## src/rtl/regfile_wb_scheduler.sv

```systemverilog
// Write-back scheduler: round-robin arbitration of the register file write port between the ALU
// and LSU, plus a per-register busy scoreboard that stalls issue on RAW/WAW hazards.
module regfile_wb_scheduler #(
    parameter int unsigned XLEN         = 32,
    parameter int unsigned REG_NUM_SIZE = 5,
    parameter int unsigned STALL_CNT_W  = 16
) (
    input  logic                    clk,
    input  logic                    rst,
    input  logic                    iss_valid,
    input  logic [REG_NUM_SIZE-1:0] iss_rs1,
    input  logic [REG_NUM_SIZE-1:0] iss_rs2,
    input  logic [REG_NUM_SIZE-1:0] iss_rd,
    input  logic                    iss_wr,
    output logic                    iss_stall,
    input  logic                    alu_valid,
    input  logic [REG_NUM_SIZE-1:0] alu_rd,
    input  logic [XLEN-1:0]         alu_data,
    output logic                    alu_ready,
    input  logic                    lsu_valid,
    input  logic [REG_NUM_SIZE-1:0] lsu_rd,
    input  logic [XLEN-1:0]         lsu_data,
    output logic                    lsu_ready,
    output logic                    rf_we,
    output logic [REG_NUM_SIZE-1:0] rf_wa,
    output logic [XLEN-1:0]         rf_wd,
    output logic [REG_NUM_SIZE:0]   pend_cnt,
    output logic [STALL_CNT_W-1:0]  stall_cnt
);

    localparam int unsigned NumRegs = 1 << REG_NUM_SIZE;

    logic [NumRegs-1:0]      r_busy;
    logic                    r_last_grant;
    logic                    r_rf_we;
    logic [REG_NUM_SIZE-1:0] r_rf_wa;
    logic [XLEN-1:0]         r_rf_wd;
    logic [REG_NUM_SIZE:0]   r_pend_cnt;
    logic [STALL_CNT_W-1:0]  r_stall_cnt;

    logic                    w_stall;
    logic                    w_accept;
    logic                    w_gnt_alu;
    logic                    w_gnt_lsu;
    logic                    w_wb_grant;
    logic                    w_wb_write;
    logic [REG_NUM_SIZE-1:0] w_wb_rd;
    logic [XLEN-1:0]         w_wb_data;
    logic [NumRegs-1:0]      w_busy_next;
    logic [REG_NUM_SIZE:0]   w_pend_next;

    always_comb begin
        w_stall  = iss_valid & ~rst &
                   (r_busy[iss_rs1] | r_busy[iss_rs2] | (iss_wr & r_busy[iss_rd]));
        w_accept = iss_valid & ~w_stall & iss_wr & (iss_rd != '0);
    end

    // On a tie the requester that did not win last time is granted.
    always_comb begin
        w_gnt_alu  = ~rst & alu_valid & (~lsu_valid | r_last_grant);
        w_gnt_lsu  = ~rst & lsu_valid & (~alu_valid | ~r_last_grant);
        w_wb_grant = w_gnt_alu | w_gnt_lsu;
        w_wb_rd    = w_gnt_lsu ? lsu_rd : alu_rd;
        w_wb_data  = w_gnt_lsu ? lsu_data : alu_data;
        w_wb_write = w_wb_grant & (w_wb_rd != '0);
    end

    always_comb begin
        w_busy_next = r_busy;
        if (w_wb_write) begin
            w_busy_next[w_wb_rd] = 1'b0;
        end
        if (w_accept) begin
            w_busy_next[iss_rd] = 1'b1;
        end
        w_busy_next[0] = 1'b0;
    end

    always_comb begin
        w_pend_next = '0;
        for (int i = 0; i < NumRegs; i++) begin
            w_pend_next = w_pend_next + {{REG_NUM_SIZE{1'b0}}, w_busy_next[i]};
        end
    end

    always_ff @(posedge clk) begin
        if (rst) begin
            r_busy       <= '0;
            r_last_grant <= 1'b0;
            r_rf_we      <= 1'b0;
            r_rf_wa      <= '0;
            r_rf_wd      <= '0;
            r_pend_cnt   <= '0;
            r_stall_cnt  <= '0;
        end else begin
            r_busy     <= w_busy_next;
            r_pend_cnt <= w_pend_next;
            r_rf_we    <= w_wb_write;
            if (w_wb_grant) begin
                r_last_grant <= w_gnt_lsu;
            end
            // rf_wa/rf_wd hold when nothing is written so A3/D3 stay quiet.
            if (w_wb_write) begin
                r_rf_wa <= w_wb_rd;
                r_rf_wd <= w_wb_data;
            end
            if (w_stall && (r_stall_cnt != '1)) begin
                r_stall_cnt <= r_stall_cnt + STALL_CNT_W'(1);
            end
        end
    end

    always_comb begin
        iss_stall = w_stall;
        alu_ready = w_gnt_alu;
        lsu_ready = w_gnt_lsu;
        rf_we     = r_rf_we;
        rf_wa     = r_rf_wa;
        rf_wd     = r_rf_wd;
        pend_cnt  = r_pend_cnt;
        stall_cnt = r_stall_cnt;
    end

endmodule

```

## config.mk

```make
export PLATFORM = sky130hd
export DESIGN_NAME = regfile_wb_scheduler
export DESIGN_NICKNAME = d
export VERILOG_FILES = /design/src/rtl/regfile_wb_scheduler.sv
export SDC_FILE = /design/constraint.sdc
export NUM_CORES = 1
export LEC_CHECK = 0
export CORE_MARGIN = 2
export CORE_UTILIZATION = 30
export DETAILED_ROUTE_END_ITERATION = 12
export GPL_TIMING_DRIVEN = 0
export PLACE_DENSITY = 0.6
export SYNTH_ARGS = -nofsm -noshare
export SYNTH_HDL_FRONTEND = slang
export SYNTH_SLANG_ARGS = --single-unit
export TNS_END_PERCENT = 1
```

## constraint.sdc

```tcl
create_clock -name clk -period 9.26 [get_ports clk]
set_input_delay 1.389 -clock clk [delete_from_list [all_inputs] [get_ports clk]]
set_output_delay 1.389 -clock clk [all_outputs]
set_load 0.03 [all_outputs]
```

Word-level counts from Yosys, hierarchy flattened

Index checks and enable logic that the tools add are counted.

Add/subtract/negate cells: 31
Magnitude comparators: 6
Eq/ne operators: 1
Muxes and demuxes: 14
Bitwise logic cells: 24
Reductions and logical operators: 5

Operator list:

| operator                                                          | number |
|---|---|
| adder 6 x 1 -> 6 bit                                              | 25 |
| two-way mux 32 bit                                                | 3 |
| bitwise AND 32 bit                                                | 1 |
| inverter 32 bit                                                   | 1 |
| OR 32 bit                                                         | 1 |
| less-than comparator 5 x 6 -> 1 bit, second input constant        | 4 |
| adder 16 x 1 -> 16 bit, second input constant                     | 1 |
| inequality test 16 bit, second input constant                     | 1 |
| binary-select mux 1 bit (select 5 bit)                            | 3 |
| bitwise AND 1 bit                                                 | 11 |
| demux 1 bit (select 5 bit)                                        | 2 |
| greater-or-equal comparator 5 x 1 -> 1 bit, second input constant | 2 |
| nonzero test 5 bit                                                | 2 |
| adder 5 x 1 -> 6 bit                                              | 1 |
| adder 4 x 1 -> 5 bit                                              | 1 |
| two-way mux 1 bit                                                 | 5 |
| two-way mux 5 bit                                                 | 1 |
| inverter 1 bit                                                    | 5 |
| OR 1 bit                                                          | 5 |
| adder 3 x 1 -> 4 bit                                              | 1 |
| adder 2 x 1 -> 3 bit                                              | 1 |
| logical AND 1 bit                                                 | 3 |
| adder 1 x 1 -> 2 bit                                              | 1 |

Flip-flop bits (word level): 93
Input bits: 95
Output and inout bits: 63
Word-level logic and storage cells: 89

Longest topological paths before layout

Word-level depth: 43
Gate-level depth with buffers: 26
Mapped depth without buffers: 25

Worst setup path before layout

OpenSTA, ideal clock, no wires.

Path type: input to register
Start point: in iss_rs1[2]
End point: reg r_pend_cnt[4], in the netlist pend_cnt[4]
Setup time: 0.129 ns
Arrival: 7.839 ns
Data required time: 9.131 ns
Path slack: 1.292 ns
Stages on the path: 23
Path buffers: 2
Cells stage by stage: buf_2 mux4_2 nand4b_1 nand2_1 or4_4 o31ai_4 buf_4 nand2_1 o21ai_1 fa_1 fa_1 inv_1 fa_1 inv_1 fa_1 fa_1 fa_1 fa_1 fa_1 a21o_1 a21oi_1 xor2_1 nor2_1

Elaborated cells between the ends (all ways): 40
Those cells by class: add/sub (30); mux (3); bitwise (7)

RTL lines:

| element                                 | line | text |
|---|---|---|
| from (decl)                             | 11   | `input logic [REG_NUM_SIZE-1:0] iss_rs1,` |
| binary-select mux 1 bit (select 5 bit)  | 54   | `(r_busy[iss_rs1] \| r_busy[iss_rs2] \| (iss_wr & r_busy[iss_rd]));` |
| two-way mux 1 bit (not written as such) | 54   |  |
| OR 1 bit (2 in a row)                   | 54   |  |
| bitwise AND 1 bit                       | 53   | `w_stall = iss_valid & ~rst &` |
| inverter 1 bit                          | 55   | `w_accept = iss_valid & ~w_stall & iss_wr & (iss_rd != '0);` |
| bitwise AND 1 bit (3 in a row)          | 55   |  |
| two-way mux 32 bit                      | 73   | `if (w_accept) begin` |
| via w_busy_next[4]                      | 49   | `logic [NumRegs-1:0] w_busy_next;` |
| adder 3 x 1 -> 4 bit                    | 82   | `w_pend_next = w_pend_next + {{REG_NUM_SIZE{1'b0}}, w_busy_next[i]};` |
| adder 4 x 1 -> 5 bit                    | 82   |  |
| adder 5 x 1 -> 6 bit                    | 82   |  |
| adder 6 x 1 -> 6 bit (25 in a row)      | 82   |  |
| to (signal assigned)                    | 97   | `r_pend_cnt <= w_pend_next;` |
| to (decl)                               | 38   | `logic [REG_NUM_SIZE:0] r_pend_cnt;` |

The timed path passes the listed nets, and every way through them passes these cells. The select of a mux whose other input is x is not followed.
A chain may end at the register's enable or synchronous reset.

Final worst setup path

Start point: in alu_valid
End point: reg r_pend_cnt[4], in the netlist pend_cnt[4]

Word-level cells in the longest chain between the ends: 43
Elaborated cells between the ends (all ways): 49
Those cells by class: add/sub (30); order compare (2); mux (5); bitwise (10); reduce/logical (2)

Ends and longest elaborated chain:

| element                                                                                                                 | line | text |
|---|---|---|
| from (decl)                                                                                                             | 16   | `input logic alu_valid,` |
| inverter 1 bit                                                                                                          | 61   | `w_gnt_lsu = ~rst & lsu_valid & (~alu_valid \| ~r_last_grant);` |
| OR 1 bit                                                                                                                | 61   |  |
| bitwise AND 1 bit                                                                                                       | 61   |  |
| two-way mux 5 bit                                                                                                       | 63   | `w_wb_rd = w_gnt_lsu ? lsu_rd : alu_rd;` |
| less-than comparator 5 x 6 -> 1 bit (not written as such) or greater-or-equal comparator 5 x 1 -> 1 bit (tied branches) | 71   | `w_busy_next[w_wb_rd] = 1'b0;` |
| logical AND 1 bit (not written as such)                                                                                 | 71   |  |
| two-way mux 1 bit (not written as such)                                                                                 | 71   |  |
| demux 1 bit (select 5 bit)                                                                                              | 71   |  |
| (+4 left out)                                                                                                           | -    |  |
| two-way mux 32 bit *                                                                                                    | 73   |  |
| adder 1 x 1 -> 2 bit                                                                                                    | 82   |  |
| adder 2 x 1 -> 3 bit                                                                                                    | 82   |  |
| adder 3 x 1 -> 4 bit                                                                                                    | 82   |  |
| adder 4 x 1 -> 5 bit                                                                                                    | 82   |  |
| adder 5 x 1 -> 6 bit                                                                                                    | 82   |  |
| adder 6 x 1 -> 6 bit (24 in a row)                                                                                      | 82   |  |
| adder 6 x 1 -> 6 bit *                                                                                                  | 82   |  |

Mark *: on every way between the ends. The rest lies on a longest branch, timed or not.

==> impl_metrics.yaml <==
clock_network:
  path_clk_slew_ns: 0.07
  clk_latency_ns: 0.36
  post-cts-setup-buffers: 0
  clock_sinks: 92
  cts_hold_buf: 0
  cts_tree: "done"
  cts.repair.resized: 0
  cts_root_buffer: "clkbuf_16"
  numCtsBuffers: 9
  htree_levels: 3
  cts.path.max_buffers: 2
die:
  initial_core_util: 0.3064
  ioPinCount: 158
  dieWidth_um: 145.2
  dieArea_um2: 21090
  coreArea_um2: 19530
  die_y_um: 145.2
  rows: 51
grt:
  first_global_vias: 5841
  grt_max_degree: 16
  grt_pass1_wl_um: 33420
  antenna_found_initial: 0
  overflow: 0
  globalRouteTotalUtil: 0.1999
layout:
  postLayoutCellArea_um2: 8104
  drive_above_1_share: 0.08439
  final_core_util: 0.4150
  layout_common_cells: "150 x clkdlybuf4s50_1, 92 x dfxtp_1, 86 x nand2_1, 60 x nor2_1, 44 x o21ai_0"
  syn_to_final_growth_pct: 35.47
  nets: 986
  final_common_cell: "clkdlybuf4s50_1"
sta:
  finalHoldViolations: 0
  finalCritPeriodShare: 0.9170
  skew_ns: 0.007797
  finalSetupViolations: 0
  max_freq_mhz: 117.8
  worst_pin_slew_ns: 1.304
  whs_ns: 0.4888
  rsz0062_at_grt: "false"
  worst_slack_ns: 0.7685
  slew_headroom: 0.1238
  period_minus_slack_ns: 8.491
  setup-tns-final_ns: 0
  final-max-slew-violation-count: 0
synthesis:
  synth_compound_area_frac: 0.2102
  syn_area_per_cell_um2: 8.570
  synth_seq_cells: 92
  synth_xor_area_frac: 0.004392
  synth_fp_nets: 824
  synthMuxAreaShare: 0.09872
  synth_top_family_by_area: "simple AND/OR/NAND/NOR gates"
  synth_seq_area_share: 0.3079
  synth_edf_count: 0
  synthAdderAreaFrac: 0.09370
  netlist_area_um2: 5982
  ys.flop_type: "dfxtp_1"
  synth-simple-area-share: 0.2251
  async_reset_ff_frac: 0
  synthCells: 698
  synth.distinct_cells: 69
  yosys_warnings: 0
run_status:
  status: "complete, no violations"
power_and_ir_drop:
  power_frac_comb: 0.230
  seq_power_share: 0.417
  ir_drop_uv: 81.13
  pwr-share-clk: 0.353
  p_per_area_nw_per_um2: 124.5
  power.internal_uw: 701.0
  switchingPower_uw: 307.7
  p_sw_frac: 0.3051
  p_leak_nw: 2.988
worst_setup_path:
  r2r-start: "r_last_grant"
  arrival_ns: 8.72
  critPathMaxFanout: 9
  crit_start: "alu_valid"
  end_kind: "register"
  crit_chain: "clkdlybuf4s50_1 > a21oi_1 > nand2_1 > mux2i_1 > nand2b_1 > o21ai_1 > inv_2 > nand2b_1 > o21ai_0 > a21boi_0 > fa_1 > fa_1 > fa_1 > inv_1 > fa_1 > fa_1 > fa_1 > fa_1 > fa_1 > a21o_1 > a21oi_1 > xor2_1 > nor2_1"
  critPathLaunchType: "input port"
  crit_type: "in -> reg"
  slowest_stage: "fa_1"
  cp_common_cell: "fa_1"
  cpPeakStageDelay_ns: 0.61
  crit_required_ns: 9.49
min_path:
  hp-class: "reg -> reg"
  hold_start: "r_last_grant"
drt:
  avgRoutedWirePerCell_um: 18.89
  via_per_inst: 5.492
  drtIter0Drc: 534
  firstDrtPassIters: 5
  routed_wl_um: 21360
  drc: 0
  vias: 6211
  ant_nets: 0
placement:
  portBuffers: 150
  routabilityCongestion: 0.9037
  pre_cts_ws_ns: 0.3893
  hpwl_um: 16520
  dpl_cell_area_um2: 7815
flow_run:
  maxCapViolCount: 0
[final timing paths]
| path | depth (start not counted) | end | slack [ns] |
|---|---|---|---|
| hold / removal | 1 | r_last_grant | 0.49 |
| hold reg to reg | 1 | r_last_grant | 0.49 |
| setup / recovery | 23 | pend_cnt[4] | 0.77 |
| setup reg to reg | 22 | pend_cnt[4] | 1.95 |
[cells in the mapped netlist (all sizes together) (2+ instances only)]
master | number | area share
ha | 8 | 0.017
nor4bb | 2 | 0.0033
or3 | 3 | 0.0031
and2 | 4 | 0.0042
a311oi | 33 | 0.048
buf | 18 | 0.020
nand4 | 35 | 0.038
a21oi | 42 | 0.036
dfxtp | 92 | 0.31
fa | 23 | 0.077
nand2b | 9 | 0.0094
a221oi | 2 | 0.0029
nor2b | 10 | 0.010
xor2 | 2 | 0.0029
o211ai | 2 | 0.0025
o22ai | 2 | 0.0021
nor4 | 2 | 0.0031
and3 | 5 | 0.0052
a21o | 2 | 0.0025
o21a | 6 | 0.0075
mux4 | 16 | 0.060
and4 | 3 | 0.0044
nand4b | 3 | 0.0044
nor3b | 4 | 0.0050
o31ai | 13 | 0.019
a31oi | 3 | 0.0031
nor3 | 8 | 0.0067
o21ai | 55 | 0.047
o41ai | 2 | 0.0029
mux2 | 5 | 0.010
a211oi | 4 | 0.0071
mux2i | 17 | 0.028
or2 | 5 | 0.0052
nor2 | 62 | 0.040
nand3 | 12 | 0.010
clkbuf | 30 | 0.019
nand2 | 87 | 0.056
inv | 33 | 0.021
a21boi | 9 | 0.011
o311ai | 3 | 0.0044
or4 | 11 | 0.014
[registers in the layout (all words and copies together) (netlist names)]
signal / flops
rf_wd: 32
stall_cnt: 16
r_busy: 31
pend_cnt: 6
rf_we: 1
r_last_grant: 1
rf_wa: 5
[layout make-up]
| cell class | instances | area, um^2 |
|---|---|---|
| Fill cell | 2037 | 11420 |
| Inverter | 33 | 123.9 |
| Buffer | 48 | 235.2 |
| Timing Repair Buffer | 151 | 1509 |
| Antenna cell | 1 | 2.502 |
| Sequential cell | 92 | 1842 |
| Clock buffer | 11 | 242.7 |
| Tap cell | 265 | 331.6 |
| Clock inverter | 5 | 36.28 |
| Multi-Input combinational cell | 525 | 3781 |
[routing by layer]
layer	GRT usage	share of wire
met1	0.2767	0.44
met4	0.06324	0.022
met2	0.3088	0.46
met5	0	0
met3	0.04623	0.076
[metrics by stage]
step | std cells | total power, mW
global route | 1130 | 1.053
detailed placement | 1113 | 0.6592
floorplan | 698 | 0.5532
CTS | 1129 | 1.016
global placement | 1113 | 0.6589
finish | 1131 | 1.009
[power by group through the flow]
| stage | combinational (mW) | sequential, mW | clock [mW] |
|---|---|---|---|
| 2_1_floorplan | 0.0961 | 0.457 | 0 |
| 3_3_place_gp | 0.230 | 0.429 | 0 |
| 3_5_place_dp | 0.230 | 0.429 | 0 |
| 4_1_cts | 0.231 | 0.420 | 0.364 |
| 5_1_grt | 0.249 | 0.422 | 0.381 |
| 6_report | 0.232 | 0.421 | 0.356 |
[logic make-up (layout without fill, tap and decap cells)]
group                    count (synthesis)  in the layout
AO/OA/AOI/OAI                          186            186
multiplexers                            38             38
buffers and inverters                   81            248
adder cells (fa/ha/maj)                 31             31
other                                    0              1
AND/OR/NAND/NOR                        267            267
XOR/XNOR                                 3              3
flip-flops                              92             92
[worst max-delay path, delay by kind of cell]
kind / cells / cell delay, ns
fa+ha+maj: 8 / 3.85
mux: 1 / 0.48
xor+xnor: 1 / 0.16
simple gates: 4 / 0.85
compound gates: 6 / 1.35
buf+inv: 3 / 0.61
Power figures use the tool's default switching activity.
